`src/rtl/half_adder_pkg.sv`:
```
// Shared widths and the response record for the half-adder arbiter slice.
package half_adder_pkg;

  localparam int NUM_REQ    = 4;
  localparam int DATA_W     = 9;
  localparam int SUM_W      = DATA_W + 1;
  localparam int ID_W       = $clog2(NUM_REQ);
  localparam int FIFO_DEPTH = 4;

  // One queued result: originating requester plus the full-width sum.
  typedef struct packed {
    logic [ID_W-1:0]  id;
    logic [SUM_W-1:0] sum;
  } rsp_t;

endpackage

```
`src/rtl/half_adder_rsp_fifo.sv`:
```
// Synchronous result FIFO of rsp_t with occupancy count.
// Head is read straight from the storage registers; an empty FIFO shows zeros.
module half_adder_rsp_fifo
  import half_adder_pkg::*;
#(
  parameter int DEPTH = FIFO_DEPTH,
  parameter int CW    = $clog2(DEPTH + 1)
) (
  input  logic          clk,
  input  logic          rst,
  input  logic          i_push,
  input  rsp_t          i_data,
  input  logic          i_pop,
  output logic          o_valid,
  output rsp_t          o_data,
  output logic [CW-1:0] o_count
);

  localparam int PW = (DEPTH > 1) ? $clog2(DEPTH) : 1;

  rsp_t          r_mem [DEPTH];
  logic [PW-1:0] r_wptr;
  logic [PW-1:0] r_rptr;
  logic [CW-1:0] r_count;
  logic          w_full;
  logic          w_push;
  logic          w_pop;

  // Pointers wrap explicitly so non-power-of-2 depths work.
  function automatic logic [PW-1:0] nxt(input logic [PW-1:0] p);
    return (p == PW'(DEPTH - 1)) ? '0 : p + 1'b1;
  endfunction

  assign w_full = (r_count == CW'(DEPTH));
  assign w_pop  = i_pop && (r_count != '0);
  assign w_push = i_push && !w_full;

  // Storage: data only, no reset needed since the head is masked when empty.
  always_ff @(posedge clk) begin
    if (w_push) r_mem[r_wptr] <= i_data;
  end

  // Pointers and count; push and pop in the same cycle leave the count alone.
  always_ff @(posedge clk) begin
    if (rst) begin
      r_wptr  <= '0;
      r_rptr  <= '0;
      r_count <= '0;
    end else begin
      if (w_push) r_wptr <= nxt(r_wptr);
      if (w_pop)  r_rptr <= nxt(r_rptr);
      case ({w_push, w_pop})
        2'b10:   r_count <= r_count + 1'b1;
        2'b01:   r_count <= r_count - 1'b1;
        default: r_count <= r_count;
      endcase
    end
  end

  assign o_valid = (r_count != '0);
  assign o_data  = o_valid ? r_mem[r_rptr] : '0;
  assign o_count = r_count;

  // The credit scheme upstream must never let a push hit a full FIFO.
  a_no_overflow: assert property (@(posedge clk) disable iff (rst) !(i_push && w_full));

endmodule

```
`src/rtl/half_adder_arbiter.sv`:
```
// Round-robin front end sharing one external half_adder between requesters.
// Grants are credit-limited so every issued operation has a guaranteed FIFO
// slot; results come back tagged with the requester id, in issue order.
module half_adder_arbiter
  import half_adder_pkg::*;
#(
  parameter int NUM_REQ    = half_adder_pkg::NUM_REQ,
  parameter int DATA_W     = half_adder_pkg::DATA_W,
  parameter int FIFO_DEPTH = half_adder_pkg::FIFO_DEPTH
) (
  input  logic                            clk,
  input  logic                            rst,
  input  logic [NUM_REQ-1:0]              req_valid,
  output logic [NUM_REQ-1:0]              req_ready,
  input  logic [NUM_REQ-1:0][DATA_W-1:0]  req_a,
  input  logic [NUM_REQ-1:0][DATA_W-1:0]  req_b,
  output logic                            rsp_valid,
  input  logic                            rsp_ready,
  output logic [$clog2(NUM_REQ)-1:0]      rsp_id,
  output logic [DATA_W:0]                 rsp_data,
  output logic                            add_in_valid,
  output logic [DATA_W-1:0]               add_data_in0,
  output logic [DATA_W-1:0]               add_data_in1,
  input  logic                            add_out_valid,
  input  logic [DATA_W:0]                 add_data_out,
  output logic                            add_err
);

  localparam int IDW = $clog2(NUM_REQ);
  localparam int CW  = $clog2(FIFO_DEPTH + 1);

  // [1] = operands sitting in front of the adder, [2] = adder result expected.
  logic [2:1]        r_vld_pipe;
  logic [IDW-1:0]    r_ptr;
  logic [IDW-1:0]    r_s1_id;
  logic [IDW-1:0]    r_s2_id;
  logic [DATA_W-1:0] r_a;
  logic [DATA_W-1:0] r_b;
  logic              r_err;

  logic [CW-1:0]      w_fifo_cnt;
  logic [CW:0]        w_used;
  logic               w_can_issue;
  logic [NUM_REQ-1:0] w_gnt;
  logic [IDW-1:0]     w_gnt_id;
  logic               w_found;
  logic               w_xfer;
  logic               w_push;
  logic               w_pop;
  rsp_t               w_push_data;
  rsp_t               w_head;

  // Credit: queued plus in-flight results must leave room; pops do not count yet.
  assign w_used      = {1'b0, w_fifo_cnt} + (CW+1)'(r_vld_pipe[1]) + (CW+1)'(r_vld_pipe[2]);
  assign w_can_issue = (int'(w_used) < FIFO_DEPTH);

  // Round-robin search upward from the pointer; wrap comes free from IDW bits.
  always_comb begin
    logic [IDW-1:0] idx;
    idx      = '0;
    w_gnt    = '0;
    w_gnt_id = '0;
    w_found  = 1'b0;
    for (int i = 0; i < NUM_REQ; i++) begin
      idx = r_ptr + IDW'(i);
      if (!w_found && req_valid[idx]) begin
        w_found  = 1'b1;
        w_gnt_id = idx;
      end
    end
    if (w_found && w_can_issue && !rst) w_gnt[w_gnt_id] = 1'b1;
  end

  assign req_ready = w_gnt;
  assign w_xfer    = |w_gnt;

  // Stage 1 operand register and pointer advance; idle cycles drive zeros.
  always_ff @(posedge clk) begin
    if (rst) begin
      r_ptr      <= '0;
      r_vld_pipe <= '0;
      r_a        <= '0;
      r_b        <= '0;
      r_s1_id    <= '0;
      r_s2_id    <= '0;
    end else begin
      r_vld_pipe <= {r_vld_pipe[1], w_xfer};
      r_a        <= w_xfer ? req_a[w_gnt_id] : '0;
      r_b        <= w_xfer ? req_b[w_gnt_id] : '0;
      r_s1_id    <= w_xfer ? w_gnt_id : '0;
      r_s2_id    <= r_s1_id;
      if (w_xfer) r_ptr <= w_gnt_id + 1'b1;
    end
  end

  assign add_in_valid = r_vld_pipe[1];
  assign add_data_in0 = r_a;
  assign add_data_in1 = r_b;

  // Only results the pipe expects are captured; strays and gaps flag an error.
  assign w_push          = r_vld_pipe[2] && add_out_valid;
  assign w_push_data.id  = r_s2_id;
  assign w_push_data.sum = add_data_out;

  // Sticky protocol error: adder valid disagrees with what was issued.
  always_ff @(posedge clk) begin
    if (rst)                                r_err <= 1'b0;
    else if (r_vld_pipe[2] != add_out_valid) r_err <= 1'b1;
  end

  assign add_err = r_err;
  assign w_pop   = rsp_valid && rsp_ready;

  half_adder_rsp_fifo #(
    .DEPTH (FIFO_DEPTH),
    .CW    (CW)
  ) u_fifo (
    .clk     (clk),
    .rst     (rst),
    .i_push  (w_push),
    .i_data  (w_push_data),
    .i_pop   (w_pop),
    .o_valid (rsp_valid),
    .o_data  (w_head),
    .o_count (w_fifo_cnt)
  );

  assign rsp_id   = w_head.id;
  assign rsp_data = w_head.sum;

endmodule
```
`config.mk`:
```
export PLATFORM = sky130hd
export DESIGN_NAME = half_adder_arbiter
export DESIGN_NICKNAME = d
export VERILOG_FILES = /design/src/rtl/half_adder_pkg.sv /design/src/rtl/half_adder_rsp_fifo.sv /design/src/rtl/half_adder_arbiter.sv
export SDC_FILE = /design/constraint.sdc
export NUM_CORES = 1
export LEC_CHECK = 0
export BUFFER_PORTS_ARGS = -buffer_cell sky130_fd_sc_hd__buf_4
export CAP_MARGIN = 20
export CORE_ASPECT_RATIO = 0.7
export CORE_UTILIZATION = 45
export DETAILED_ROUTE_END_ITERATION = 12
export PLACE_DENSITY = 0.76
export SYNTH_ARGS = -nofsm -noshare
export SYNTH_HDL_FRONTEND = slang
export SYNTH_SLANG_ARGS = --single-unit
```
`constraint.sdc`:
```
create_clock -name clk -period 2.52 [get_ports clk]
set_input_delay 0.252 -clock clk [delete_from_list [all_inputs] [get_ports clk]]
set_output_delay 0.252 -clock clk [all_outputs]
set_load 0.03 [all_outputs]
```
Word-level counts from Yosys, hierarchy flattened
Memories as Yosys holds them, arrays and structs flattened. A register that Yosys moved wholly into a read port is not among the register bits.
Cells that the tools add are included.
{"block": "totals", "out_inout_bits": 37, "n_memories": 1, "ram_bits": 48, "regBits": 34}
{"memory": "u_fifo.r_mem", "depth": 4, "width": 12, "read_ports": 1, "rd_clocked_by_memory_dff": 1, "write_ports": 1, "line": "half_adder_rsp_fifo.sv:21", "source": "rsp_t r_mem [DEPTH];"}
{"block": "op_classes", "order_cmp": 7, "bitwise_logic": 1, "reduce_logical": 19, "mux": 31, "eq_ne": 6, "addsub": 10}
{"operator": "binary-select mux 9 bit (select 2 bit)", "count": 2}
{"operator": "two-way mux 9 bit", "count": 2}
{"operator": "two-way mux 2 bit", "count": 8}
{"operator": "less-than comparator 2 x 3 -> 1 bit, second input constant", "count": 5}
{"operator": "two-way mux 12 bit", "count": 1}
{"operator": "two-way mux 1 bit", "count": 11}
{"operator": "logical AND 1 bit", "count": 10}
{"operator": "adder 2 x 1 -> 2 bit, second input constant", "count": 4}
{"operator": "binary-select mux 1 bit (select 2 bit)", "count": 4}
{"operator": "equality test 2 bit, second input constant", "count": 3}
{"operator": "case mux 3 bit (2 select lines)", "count": 1}
{"operator": "zero test 1 bit", "count": 5}
{"operator": "adder 2 bit, second input constant", "count": 2}
{"operator": "adder 3 x 1 -> 4 bit", "count": 1}
{"operator": "adder 4 x 1 -> 4 bit", "count": 1}
{"operator": "less-than comparator 4 x 3 -> 1 bit, second input constant", "count": 1}
{"operator": "two-way mux 4 bit", "count": 1}
{"operator": "OR reduction 4 bit", "count": 1}
{"operator": "adder 3 x 1 -> 3 bit, second input constant", "count": 1}
{"operator": "equality test 3 bit, second input constant", "count": 1}
{"operator": "nonzero test 3 bit", "count": 1}
{"operator": "subtractor 3 x 1 -> 3 bit, second input constant", "count": 1}
{"operator": "demux 1 bit (select 2 bit)", "count": 1}
{"operator": "equality test 2 x 1 -> 1 bit, second input constant", "count": 1}
{"operator": "5 further kinds", "count": 5}

Depth between registers and ports, before layout
Gate-level depths: netlist of run 1.
{"block": "logic_depth", "depth_word": 20, "ltp_mapped": 13, "ltp_nobuf": 10}

Hierarchy
From an unflattened synthesis of run 1, not the netlist that was laid out.
{"block": "hier_totals", "cells_unflattened": 259, "area_unflattened_um2": 3773.6}
{"mod": "half_adder_rsp_fifo", "n_inst": 1, "cells_per_inst": 128, "area_each_um2": 2290.9, "seq_area_each_um2": 1621.6}
{"mod": "half_adder_arbiter", "n_inst": 1, "cells_per_inst": 131, "area_each_um2": 1482.7, "seq_area_each_um2": 540.5}

Worst setup path before layout of run 1
OpenSTA, ideal clock, no wires.
{"block": "synth_path", "kind": "register -> register", "start": "register r_ptr[1]", "end": "register r_a[3] (netlist: add_data_in0[3])", "arrival_ps": 2377, "path_buffers": 5, "required_time_ps": 2395, "slack_ps": 18, "period_less_slack_ps": 2502, "path_stages_with_launch": 14, "path_cell_list": "dfxtp_1 > a21o_1 > a21oi_1 > o22a_1 > clkbuf_1 > buf_4 > buf_4 > inv_2 > ha_1 > o41a_4 > nand2b_2 > buf_6 > buf_8 > o22ai_2"}
{"block": "synth_via", "elab_chain_cells": 20}
{"element": "from (decl)", "line": "half_adder_arbiter.sv:34", "source": "logic [IDW-1:0] r_ptr;"}
{"element": "from (signal assigned)", "line": "half_adder_arbiter.sv:92", "source": "if (w_xfer) r_ptr <= w_gnt_id + 1'b1;"}
{"element": "parallel branches: the longest is 11 deep, another holds adder 2 x 1 -> 2 bit"}
{"element": "two-way mux 2 bit *", "line": "half_adder_arbiter.sv:66", "source": "if (!w_found && req_valid[idx]) begin"}
{"element": "named net w_gnt_id[1]", "line": "half_adder_arbiter.sv:45", "source": "logic [IDW-1:0] w_gnt_id;"}
{"element": "less-than comparator 2 x 3 -> 1 bit (implied by the code) / greater-or-equal comparator 2 x 1 -> 1 bit (equally long branches)", "line": "half_adder_arbiter.sv:71", "source": "if (w_found && w_can_issue && !rst) w_gnt[w_gnt_id] = 1'b1;"}
{"element": "logical AND 1 bit (implied by the code)", "line": "half_adder_arbiter.sv:71"}
{"element": "two-way mux 1 bit (implied by the code)", "line": "half_adder_arbiter.sv:71"}
{"element": "demux 1 bit (select 2 bit)", "line": "half_adder_arbiter.sv:71"}
{"element": "two-way mux 4 bit", "line": "half_adder_arbiter.sv:71"}
{"element": "OR reduction 4 bit", "line": "half_adder_arbiter.sv:75", "source": "assign w_xfer = |w_gnt;"}
{"element": "inverter 1 bit (no source line)"}
{"element": "OR reduction 2 bit (no source line)"}
{"element": "to (signal assigned)", "line": "half_adder_arbiter.sv:88", "source": "r_a <= w_xfer ? req_a[w_gnt_id] : '0;"}
{"element": "to (decl)", "line": "half_adder_arbiter.sv:37", "source": "logic [DATA_W-1:0] r_a;"}
Mark *: on every way through the listed nets, which the timed path passes. The select of a mux whose other input is x is not followed.
A chain may end at the register's enable or synchronous reset.

Final worst setup path of run 1
{"block": "layout_path", "start": "register r_ptr[0]", "end": "register r_ptr[0]"}
{"block": "layout_via", "elab_chain_cells": 18}
{"element": "parallel branches: the longest is 18 deep, another holds less-than comparator 2 x 3 -> 1 bit"}
Parallel ways; which one is timed is not known. The select of a mux whose other input is x is not followed.

==> results.md, run 1 <==
* Post-synth net total at between 300 and 400
* Run status: complete, no violations
* Worst Hold Depth at 1
* Hold Startpoint: add_data_out[8]
* Cells after Synth at 256
* Slowest cell on the critical path: o41a_4
* Total Wirelength at ~7500 microns
* PortBufs at 126
* Core box area at 7940 sq um
* Met1 GRT Util at 0.206
* Util after Layout at 0.643
* Iteration-0 DRC Markers at about 110
* Tot GR Track Use at 0.181
* PostCTS Resize Cnt at 0
* CP cell instances: nand2b_1, a21oi_1, a211o_2, ha_1, o41a_4, nand2b_2, buf_12, inv_2, nor3_1
* Seq cells post-synth at 84
* CTS hold repair buffers at 0
* Sequential area share after synthesis at 0.581
* Pre-antenna DRT Iters at 4
* Die X-Extent at 111 microns
* Vias in the first global route at 2520
* Power Internal at roughly 3.1 mW
* Net Sw Power at 1.30 mW
* R2r setup slk at around 0.22 ns
* Worst Path Arrival at around 2.6 ns
* Final hold vios at 0
* Antenna Nets Post-Route at 0
* Starting density of the core at 0.469
* # setup viols final at 0
* CP max FO at 19
* CP endpoint kind: register
* WP data required at 2.76 ns
* Ports at 127
* Routed vias/inst at 5.01
* Fin Setup TNS at 0 ns
* Rel. slew slack at 0.560
* Rows at 27
* Post-layout minimum cycle time at 2.30 ns
* Worst setup startpoint: r_ptr[0]$_SDFFE_PP0P_
* Share of cells above drive strength 1 at 0.448
* Clk buf depth at 2
* Comb power frac at 0.305
* CTS Root Cell: clkbuf_16
* YS warnings at 0
* Num CTS Buffers at 9
* Pleak at 2.13 nW
* Clk network pwr share at 0.329
* Area Overhead vs Synth at 37.1%
* Clock skew at between 0.005 and 0.006 ns
* CTS clk-pin slew, worst paths at 0.06 ns
* Worst reg2reg path endpoint: r_ptr[0]$_SDFFE_PP0P_
* Inserted Diodes at 0
* DRC errors left at 0
* First-pass GRT wire length at roughly 12000 microns
* Die area at 8640 sq um
* Sw Share at 0.293
* CTS tree: built
* Worst hold endpoint: u_fifo.r_mem[1][8]$_DFFE_PP_
* Met2 GRT Util at 0.311
* H-Tree Depth at 3
* Antenna violations before repair at 0
* Clk Latency, worst-skew pair at ~0.33 ns
* FF-to-FF path depth at 9
* FF+latch area at about 2200 sq um
* Fin crit share at 0.914
* Syn avg cell area at approximately 15 sq um
* Synth unique cells at 36
* Sink Count at 84
* RR Startpoint: r_ptr[0]$_SDFFE_PP0P_
* Die H at 78.1 microns
* WL per Instance at 15.2 microns
* Setup Fix Bufs, Post-CTS at 0
* Worst-Margin Slew at 0.655 ns
* M3 GR Usage at 0.0826
* Crit path launch type: register
* CP peak stage delay at between 0.5 and 0.6 ns
* GRT busiest layer: met2
* Max VDD drop at about 570 uV
* Power share of the sequential group at 0.366
* Layout Nets at 489
* Post-DP HPWL at 5540 microns
* Detailed-route via count at 2467
* Slew Viols, Final at 0
* Largest net degree at the start of global routing at 37
* Routability cong. at around 0.68
* Peak Freq at approximately 0.43 GHz
* Max Cap Viol at 0
* RSZ-0062 raised after global routing: false
* PwrDens at 873 nW/um^2
* HP Class: in -> reg
* Grt ovf at 0
* Post-Syn Area at 3720 sq um
* Worst setup path class: reg -> reg
* Multi-input gate area at 1430 sq um
* Filler cells at 604
## flip-flops by register name, summed over array words and instances (netlist names), named ones only
| signal | flops |
|---|---|
| r_vld_pipe | 2 |
| u_fifo.r_rptr | 2 |
| add_data_in1 | 9 |
| r_s1_id | 2 |
| r_ptr | 2 |
| r_s2_id | 2 |
| add_data_in0 | 9 |
| u_fifo.r_mem | 48 |
| u_fifo.r_wptr | 2 |
| u_fifo.o_count | 3 |
| add_err | 1 |
## critical path, delay by kind of cell, from the launching register on
family	cells	cell delay, ns
DFF	1	0.38
adders and majority gates	1	0.24
buffers and inverters	2	0.21
AOI/OAI and AO/OA	3	0.98
and+or+nand+nor	3	0.41
## metal layers
metal / up-vias / share of wire
met1: 1164 / 0.40
met4: 0 / 0.0068
met3: 7 / 0.088
met2: 85 / 0.51
met5: - / 0
li1: 1211 / -
## cells in the final DEF, fill, tap and decap left out
| cell type | instances |
|---|---|
| a21o_1 | 2 |
| o22a_2 | 1 |
| clkinv_4 | 1 |
| buf_12 | 1 |
| nor3_1 | 2 |
| nor2b_1 | 4 |
| nand2_4 | 1 |
| o22ai_2 | 10 |
| nand2_1 | 1 |
| and2_1 | 21 |
| mux2i_1 | 39 |
| dfxtp_1 | 36 |
| clkbuf_16 | 9 |
| ha_1 | 12 |
| a211o_2 | 1 |
| nor2_1 | 12 |
| a21oi_1 | 6 |
| o41a_4 | 1 |
| nand2b_2 | 1 |
| nor3b_1 | 1 |
| nand2b_1 | 2 |
| o22ai_1 | 9 |
| inv_2 | 2 |
| bufinv_16 | 3 |
| clkinv_1 | 1 |
| edfxtp_1 | 48 |
| buf_4 | 130 |
| xor2_1 | 2 |
| o21ai_0 | 1 |
| a31oi_1 | 1 |
| mux4_2 | 12 |
| or3_1 | 2 |
| inv_6 | 1 |
| fa_1 | 1 |
| inv_1 | 11 |
| a2111oi_4 | 1 |
| nor4_1 | 1 |
| clkbuf_1 | 1 |
## worst max path at each step
stage | to | slack, ns
2_1_floorplan | add_data_in0[3]$_SDFF_PP0_ | 0.02
3_3_place_gp | r_ptr[0]$_SDFFE_PP0P_ | 0.33
3_5_place_dp | r_ptr[0]$_SDFFE_PP0P_ | 0.22
4_1_cts | r_ptr[0]$_SDFFE_PP0P_ | 0.20
5_1_grt | r_ptr[0]$_SDFFE_PP0P_ | 0.12
6_report | r_ptr[0]$_SDFFE_PP0P_ | 0.22
## power groups by stage
| stage | clock, mW | sequential, mW | combinational (mW) |
|---|---|---|---|
| floorplan | 0 | 1.79 | 0.768 |
| global placement | 0 | 1.66 | 1.34 |
| finish | 1.46 | 1.63 | 1.36 |
| detailed placement | 0 | 1.66 | 1.38 |
| global route | 1.55 | 1.65 | 1.46 |
| CTS | 1.49 | 1.63 | 1.38 |
## synthesized netlist by cell type
| cell | count | area share |
|---|---|---|
| a21oi_1 | 6 | 0.0081 |
| buf_4 | 2 | 0.0040 |
| o22ai_1 | 9 | 0.015 |
| fa_1 | 1 | 0.0054 |
| a2111oi_4 | 1 | 0.0074 |
| nor2b_1 | 4 | 0.0067 |
| or3_1 | 2 | 0.0034 |
| nand2b_2 | 1 | 0.0024 |
| clkbuf_1 | 3 | 0.0030 |
| nor3b_1 | 1 | 0.0020 |
| inv_2 | 2 | 0.0020 |
| o22a_1 | 1 | 0.0024 |
| xor2_1 | 2 | 0.0047 |
| nor4_1 | 1 | 0.0017 |
| nand2_4 | 1 | 0.0030 |
| nor3_1 | 2 | 0.0027 |
| a211o_2 | 1 | 0.0027 |
| mux2i_1 | 39 | 0.10 |
| o22ai_2 | 10 | 0.034 |
| a21o_1 | 2 | 0.0040 |
| o41a_4 | 1 | 0.0057 |
| mux4_2 | 12 | 0.073 |
| ha_1 | 12 | 0.040 |
| dfxtp_1 | 36 | 0.19 |
| nand2b_1 | 2 | 0.0034 |
| a31oi_1 | 1 | 0.0017 |
| buf_8 | 1 | 0.0040 |
| nand2_1 | 1 | 0.0010 |
| edfxtp_1 | 48 | 0.39 |
| buf_6 | 2 | 0.0061 |
| inv_1 | 11 | 0.011 |
| nor2_1 | 12 | 0.012 |
| and2_1 | 21 | 0.035 |
| o21ai_0 | 1 | 0.0013 |
| buf_1 | 1 | 0.0010 |
| buf_2 | 3 | 0.0040 |
## logic make-up after synthesis
| logic type | after synthesis | synth area share |
|---|---|---|
| xor+xnor | 2 | 0.00471 |
| fa+ha+maj | 13 | 0.0457 |
| flops | 84 | 0.581 |
| compound gates | 33 | 0.0820 |
| mux | 51 | 0.178 |
| buf+inv | 25 | 0.0353 |
| simple gates | 48 | 0.0736 |
## stage by stage
stage | hold WS, ns | worst slack, ns | std cells | power (mW) | instance area, sq um
4_1_cts | 0.115 | 0.202 | 492 | 4.51 | 5100
2_1_floorplan | 0.324 | 0.0185 | 256 | 2.56 | 3720
5_1_grt | 0.109 | 0.123 | 492 | 4.65 | 5100
3_3_place_gp | 0.442 | 0.328 | 476 | 3.00 | 4760
6_report | 0.127 | 0.217 | 492 | 4.45 | 5100
3_5_place_dp | 0.434 | 0.225 | 476 | 3.04 | 4760
## layout make-up
type | count | share of cell area
Clock buffer | 10 | 0.0449
Clock inverter | 6 | 0.0218
Inverter | 13 | 0.00956
Multi-Input combinational cell | 147 | 0.280
Sequential cell | 84 | 0.424
Tap cell | 101 | 0.0248
Timing Repair Buffer | 131 | 0.195
Power figures use the tool's default switching activity.
==> run 2: changes to the inputs <==
--- a/config.mk
+++ b/config.mk
@@ -8,9 +8,9 @@
 export BUFFER_PORTS_ARGS = -buffer_cell sky130_fd_sc_hd__buf_4
 export CAP_MARGIN = 20
 export CORE_ASPECT_RATIO = 0.7
-export CORE_UTILIZATION = 45
+export CORE_UTILIZATION = 54
 export DETAILED_ROUTE_END_ITERATION = 12
-export PLACE_DENSITY = 0.76
+export PLACE_DENSITY = 0.85
 export SYNTH_ARGS = -nofsm -noshare
 export SYNTH_HDL_FRONTEND = slang
 export SYNTH_SLANG_ARGS = --single-unit
==> constraint.sdc (replaced) <==
create_clock -name clk -period 2.8 [get_ports clk]
set_input_delay 0.84 -clock clk [delete_from_list [all_inputs] [get_ports clk]]
set_output_delay 0.84 -clock clk [all_outputs]
set_load 0.03 [all_outputs]
==> run 2 against run 1 <==
  * The flow now finishes with violations (setup timing)
  * Sequential power fell by 9.8%
  * Utilization rose by 19 points
  * Wire length rose by 13%
  * Die area fell by 16%
  * Largest cell class unchanged
  * Clock skew fell by 0.00075 ns
  * Worst hold slack improved by 0.33 ns
  * Register-to-register slack improved by 0.09 ns
  * Final area rose by 4.3%
==> results.md, run 2 (synthesis results as in run 1) <==
* Family with the most delay on the worst path: simple AND/OR/NAND/NOR gates
* Post-layout minimum cycle time at 2.86 ns
* RSZ-0062 raised after global routing: true
* Inserted Diodes at 0
* Area Overhead vs Synth at 43.0%
* CP peak stage delay at 0.40 ns
* FF+latch area at 2170 sq um
* CTS hold repair buffers at 0
* Slew Viols, Final at 0
* DRC errors left at 0
* Worst Path Buf+Inv at 4
* Num CTS Buffers at 9
* Clock skew at 0.00522 ns
* Rel. slew slack at 0.611
* Ports at 127
* Antenna violations before repair at 0
* # setup viols final at 4
* Total Wirelength at 8440 microns
* CTS clk-pin slew, worst paths at 0.08 ns
* WP data required at 1.96 ns
* Layout Nets at approximately 510
* Starting density of the core at 0.579
* HP Class: reg -> reg
* CTS tree: built
* Max VDD drop at 406 uV
* Die H at 71.5 microns
* Worst setup path class: in -> out
* CP cell instances: buf_6, buf_6, nor4_1, buf_4, a2111oi_4, and2_4, buf_6
* Crit path launch type: input pin
* Violated checks: setup timing
* Worst-Margin Slew at 0.584 ns
* CP max FO at 5
* Core box area at 6430 sq um
* CP most frequent cell: buf_6
* Sink Count at 84
* Rows at 24
* PortBufs at ~130
* FF-to-FF path depth at 9
* Fin area at 5320 sq um
* Pleak at ~2.2 nW
* Hold WS at 0.462 ns
* Die area at 7230 sq um
* Most frequent cells in the layout: buf_4, edfxtp_1, mux2i_1
* Filler cells at roughly 360
* Slowest cell on the critical path: nor4_1
* Detailed-route via count at 2625
* Clk Latency, worst-skew pair at 0.34 ns
* Routed vias/inst at 5.20
* Worst Path Arrival at 2.02 ns
* Tot GR Track Use at 0.246
* Largest net degree at the start of global routing at 38
* Commonest non-fill, non-tap cell in the layout: buf_4
* WL per Instance at 16.7 microns
* Worst Hold Depth at 1
* Max reg flops at 48
* H-Tree Depth at 3
* CTS Root Cell: clkbuf_8
* Clk buf depth at 2
* Die X-Extent at a little over 100 microns
* CP Depth at 7
* First-pass GRT wire length at between 10000 and 15000 microns
* Post-DP HPWL at 6140 microns
* Share of cells above drive strength 1 at 0.522
* Vias in the first global route at approximately 2700
* Dpl cell area at between 4000 and 5000 sq um
* Max Cap Viol at 0
* Multi-input gate area at 1540 sq um
* Iteration-0 DRC Markers at 91
* Peak Freq at 0.350 GHz
* PwrDens at 709 nW/um^2
* Util after Layout at 0.828
* Grt ovf at 0
* Run status: complete, but fails checks
* Final hold vios at 0
* Fin crit share at 1.02
* Final worst slack at -0.0591 ns
* Fin Setup TNS at -0.210 ns
* Pre-antenna DRT Iters at 4
* Reg with most FFs: u_fifo.r_mem
* CP endpoint kind: output pin
* Routability cong. at 0.832
* Antenna Nets Post-Route at 0
[run 2: cell count changes in the layout (fill, tap and decap cells not counted), sizes merged]
cell,before,now
inv,14,15
bufinv,3,2
buf,131,154
[run 2: cell type report]
class                           count  area share
Sequential cell                    84       0.407
Multi-Input combinational cell    147       0.289
Inverter                           13      0.0111
Timing Repair Buffer              154       0.230
Clock inverter                      6      0.0179
Clock buffer                       10      0.0240
Tap cell                           91      0.0214
[run 2: worst reg2reg max path: stages (launching register included)]
cell and delay, ns:
dfxtp_1 0.44, or3_1 0.44, nand2_1 0.21, inv_1 0.10
ha_1 0.18, inv_1 0.07, fa_1 0.38, xor2_1 0.16
or3_1 0.30, a21oi_1 0.15
[run 2: final timing paths]
path | start | end | slack (ns)
worst max register to register | u_fifo.o_count[2]$_SDFFE_PP0P_ | u_fifo.o_count[2]$_SDFFE_PP0P_ | 0.31
worst min register to register | r_s1_id[1]$_SDFF_PP0_ | r_s2_id[1]$_SDFF_PP0_ | 0.46
worst min-delay path | r_s1_id[1]$_SDFF_PP0_ | r_s2_id[1]$_SDFF_PP0_ | 0.46
worst max-delay path | req_valid[1] | req_ready[2] | -0.06
[run 2: report_power, final]
part	internal (mW)	total (mW)	leakage (nW)	switching [mW]
clock network	0.512	0.938	0.111	0.426
registers	1.41	1.47	0.732	0.0563
logic	0.633	1.37	1.39	0.732
[run 2: metal layers]
metal,vias to the layer above,global-route usage,share of wire
met5,-,0,0
met1,1267,0.295,0.40
met2,83,0.427,0.52
met4,0,0.0902,0.023
li1,1256,-,-
met3,19,0.0702,0.054
[run 2: stage by stage]
| step | setup slack [ns] | total power [mW] | cells |
|---|---|---|---|
| final | -0.0591 | 3.77 | 505 |
| after global routing | -0.0506 | 3.95 | 505 |
| after CTS | -0.0160 | 3.77 | 503 |
| after detailed placement | -0.108 | 2.80 | 482 |
| after global placement | -0.0809 | 2.76 | 482 |
| after floorplan | -0.00879 | 2.35 | 256 |
[run 2: repair_timing]
| item | CTS | global route |
|---|---|---|
| setup endpoints to repair | 4 | 4 |
| pin swaps | 4 | 4 |
| buffers inserted | 5 | 2 |
| gates resized for setup | 15 | 7 |
==> run 3: changes to the inputs <==
--- a/config.mk
+++ b/config.mk
@@ -5,12 +5,14 @@
 export SDC_FILE = /design/constraint.sdc
 export NUM_CORES = 1
 export LEC_CHECK = 0
+export ABC_AREA = 1
 export BUFFER_PORTS_ARGS = -buffer_cell sky130_fd_sc_hd__buf_4
 export CAP_MARGIN = 20
 export CORE_ASPECT_RATIO = 0.7
-export CORE_UTILIZATION = 54
+export CORE_UTILIZATION = 58
+export CTS_BUF_LIST = sky130_fd_sc_hd__clkbuf_4 sky130_fd_sc_hd__clkbuf_8
 export DETAILED_ROUTE_END_ITERATION = 12
-export PLACE_DENSITY = 0.85
+export PLACE_DENSITY = 0.88
 export SYNTH_ARGS = -nofsm -noshare
 export SYNTH_HDL_FRONTEND = slang
 export SYNTH_SLANG_ARGS = --single-unit
==> run 3 against run 2 <==
  * The flow still finishes with violations (setup timing)
  * Largest power group is now combinational logic
  * Total power increased by 68%
  * Wire length increased by 50%
  * First-iteration DRC count increased to 4.3 times the previous value
==> results.md, run 3 <==
* Worst setup path class: in -> out
* Final hold vios at 0
* Commonest non-fill, non-tap cell in the layout: buf_4
* Synth unique cells at 27
* Fin Setup TNS at -0.962 ns
* Most frequent cells in the layout: buf_4, inv_1, nor2_1
* Util after Layout at 0.829
* Worst-Margin Slew at 0.678 ns
* Top_reg_cell synth: edfxtp_1
* Worst setup startpoint: req_valid[3]
* WL per Instance at 16.1 microns
* # setup viols final at 4
* Antenna violations before repair at 0
* CTS Root Cell: clkbuf_8
* CTS clk-pin slew, worst paths at 0.09 ns
* Iteration-0 DRC Markers at between 300 and 400
* Worst Hold Depth at 2
* DRC errors left at 0
* Synth top area cells: edfxtp_1, dfxtp_1, inv_1
* CP endpoint kind: output pin
* WP data required at 1.96 ns
* Number of synthesized flops with an enable pin at between 40 and 50
* Synth async-reset ratio at 0
* Worst Path Arrival at 2.23 ns
* Post-Syn Area at 4380 sq um
* Slew Viols, Final at 0
* Fin crit share at 1.10
* Total Wirelength at 12700 microns
* Violated checks: setup timing
* Detailed-route via count at 4404
* Post-synth net total at approximately 650
* Fin area at roughly 6100 sq um
* Core box area at 7320 sq um
* Ports at 127
* CP max FO at 4
* Die X-Extent at 106 microns
* Die area at between 7000 and 8000 sq um
* Num CTS Buffers at 9
* Cells after Synth at around 540
* H-Tree Depth at 3
* Max VDD drop at 610 uV
* Share of cells above drive strength 1 at 0.344
* Routed vias/inst at 5.60
* Pre-antenna DRT Iters at 9
* Rel. slew slack at 0.545
* RSZ-0062 raised after global routing: true
* Syn avg cell area at 8.06 sq um
* Worst setup path end: req_ready[1]
* FF-to-FF path depth at 14
* Most frequent cell after synthesis: inv_1
* Crit path launch type: input pin
* Placed cells at 762
* Starting density of the core at 0.599
* CTS tree: built
* Clk buf depth at 2
* R2r setup slk at around 0.31 ns
* Reg with most FFs: u_fifo.r_mem
* Rows at 26
* PortBufs at 126
* Seq cells post-synth at 84
* Dpl cell area at 5620 sq um
* Clk Latency, worst-skew pair at 0.35 ns
* Post-DP HPWL at around 8000 microns
* Max Cap Viol at 0
* Synth top area share at 0.329
* Clock skew at 0.0111 ns
* Sink Count at 84
* First-pass GRT wire length at 18700 microns
* Grt ovf at 0
* Vias in the first global route at between 3000 and 4000
* Antenna Nets Post-Route at 0
* Peak Freq at between 0.3 and 0.4 GHz
* Multi-input gate area at 1900 sq um
* Run status: complete, but fails checks
* Filler cells at 413
* HP Class: reg -> reg
* Hold WS at 0.416 ns
* YS warnings at 0
* Largest net degree at the start of global routing at 39
* Worst reg2reg path endpoint: add_data_in0[8]$_SDFF_PP0_
* RR Startpoint: r_ptr[1]$_SDFFE_PP0P_
* FF+latch area at 2170 sq um
* PwrDens at 1050 nW/um^2
* Layout Nets at 787
* Final worst slack at -0.273 ns
* Tot GR Track Use at 0.309
* Area Overhead vs Synth at 38.4%
* Finished Layout Cells at 787
* Pleak at about 2.9 nW
* Routability cong. at 0.859
* Top cells by count, synth: inv_1, nand2_1, nor2_1
* Inserted Diodes at 0
* Sequential area share after synthesis at 0.493
* Max reg flops at 48
* Post-layout minimum cycle time at 3.07 ns
* Die H at 74.7 microns
* Synth area leader: edfxtp_1
run 3: logic make-up after synthesis:
kind of cell | after synthesis | synth area share
AOI/OAI and AO/OA | 73 | 0.0879
xor gates and xnor gates | 1 | 0.00200
adders and majority gates | 13 | 0.0388
buffers and inverters | 136 | 0.132
DFF | 84 | 0.493
and+or+nand+nor | 237 | 0.247
run 3: how the worst min path moves through the flow:
stage                                      from                     to  slack, ns
after floorplan           r_s1_id[0]$_SDFF_PP0_  r_s2_id[0]$_SDFF_PP0_       0.39
after global placement    r_s1_id[1]$_SDFF_PP0_  r_s2_id[1]$_SDFF_PP0_       0.40
after detailed placement  r_s1_id[1]$_SDFF_PP0_  r_s2_id[1]$_SDFF_PP0_       0.41
after CTS                 r_s1_id[1]$_SDFF_PP0_  r_s2_id[1]$_SDFF_PP0_       0.41
after global routing      r_s1_id[1]$_SDFF_PP0_  r_s2_id[1]$_SDFF_PP0_       0.43
final                     r_s1_id[1]$_SDFF_PP0_  r_s2_id[1]$_SDFF_PP0_       0.42
run 3: layer usage:
metal  GRT usage  up-vias  part of all wire
met5           0        -                 0
met4       0.111        0             0.029
met3      0.0805       41             0.099
met2       0.542      287              0.49
met1       0.378     2031              0.38
li1            -     2045                 -
run 3: per-stage QoR:
| stage | total power [mW] | setup slack [ns] |
|---|---|---|
| finish | 6.35 | -0.273 |
| global route | 6.71 | -0.322 |
| CTS | 5.98 | -0.188 |
| detailed placement | 5.02 | -0.310 |
| global placement | 4.89 | -0.226 |
| floorplan | 4.09 | -0.0738 |
run 3: report_power, final:
| group | internal (mW) | switching [mW] |
|---|---|---|
| combinational | 1.44 | 2.46 |
| clock | 0.364 | 0.470 |
| sequential | 1.50 | 0.112 |
run 3: repair_timing:
item,in CTS,in global routing
gates resized for setup,23,30
pin swaps,11,18
cloned,0,1
setup buffers,3,5
endpoints found under the setup margin,4,12
hold buffers,0,0
run 3: final cells by class:
| class | instances | share of cell area |
|---|---|---|
| Clock inverter | 6 | 0.00908 |
| Multi-Input combinational cell | 324 | 0.313 |
| Clock buffer | 10 | 0.0227 |
| Tap cell | 98 | 0.0202 |
| Inverter | 107 | 0.0722 |
| Timing Repair Buffer | 157 | 0.204 |
| Timing Repair inverter | 1 | 0.000825 |
| Sequential cell | 84 | 0.358 |
run 3: critical path, stage by stage:
cell and delay (ns):
buf_8 0.11, nand2_4 0.06, nand2_2 0.06, nand2_4 0.09, nand2_4 0.06, nor2_4 0.18, nand4_1 0.19, nand2_4 0.15
buf_6 0.12, ha_4 0.13, inv_2 0.05, nor2_4 0.07, buf_6 0.13
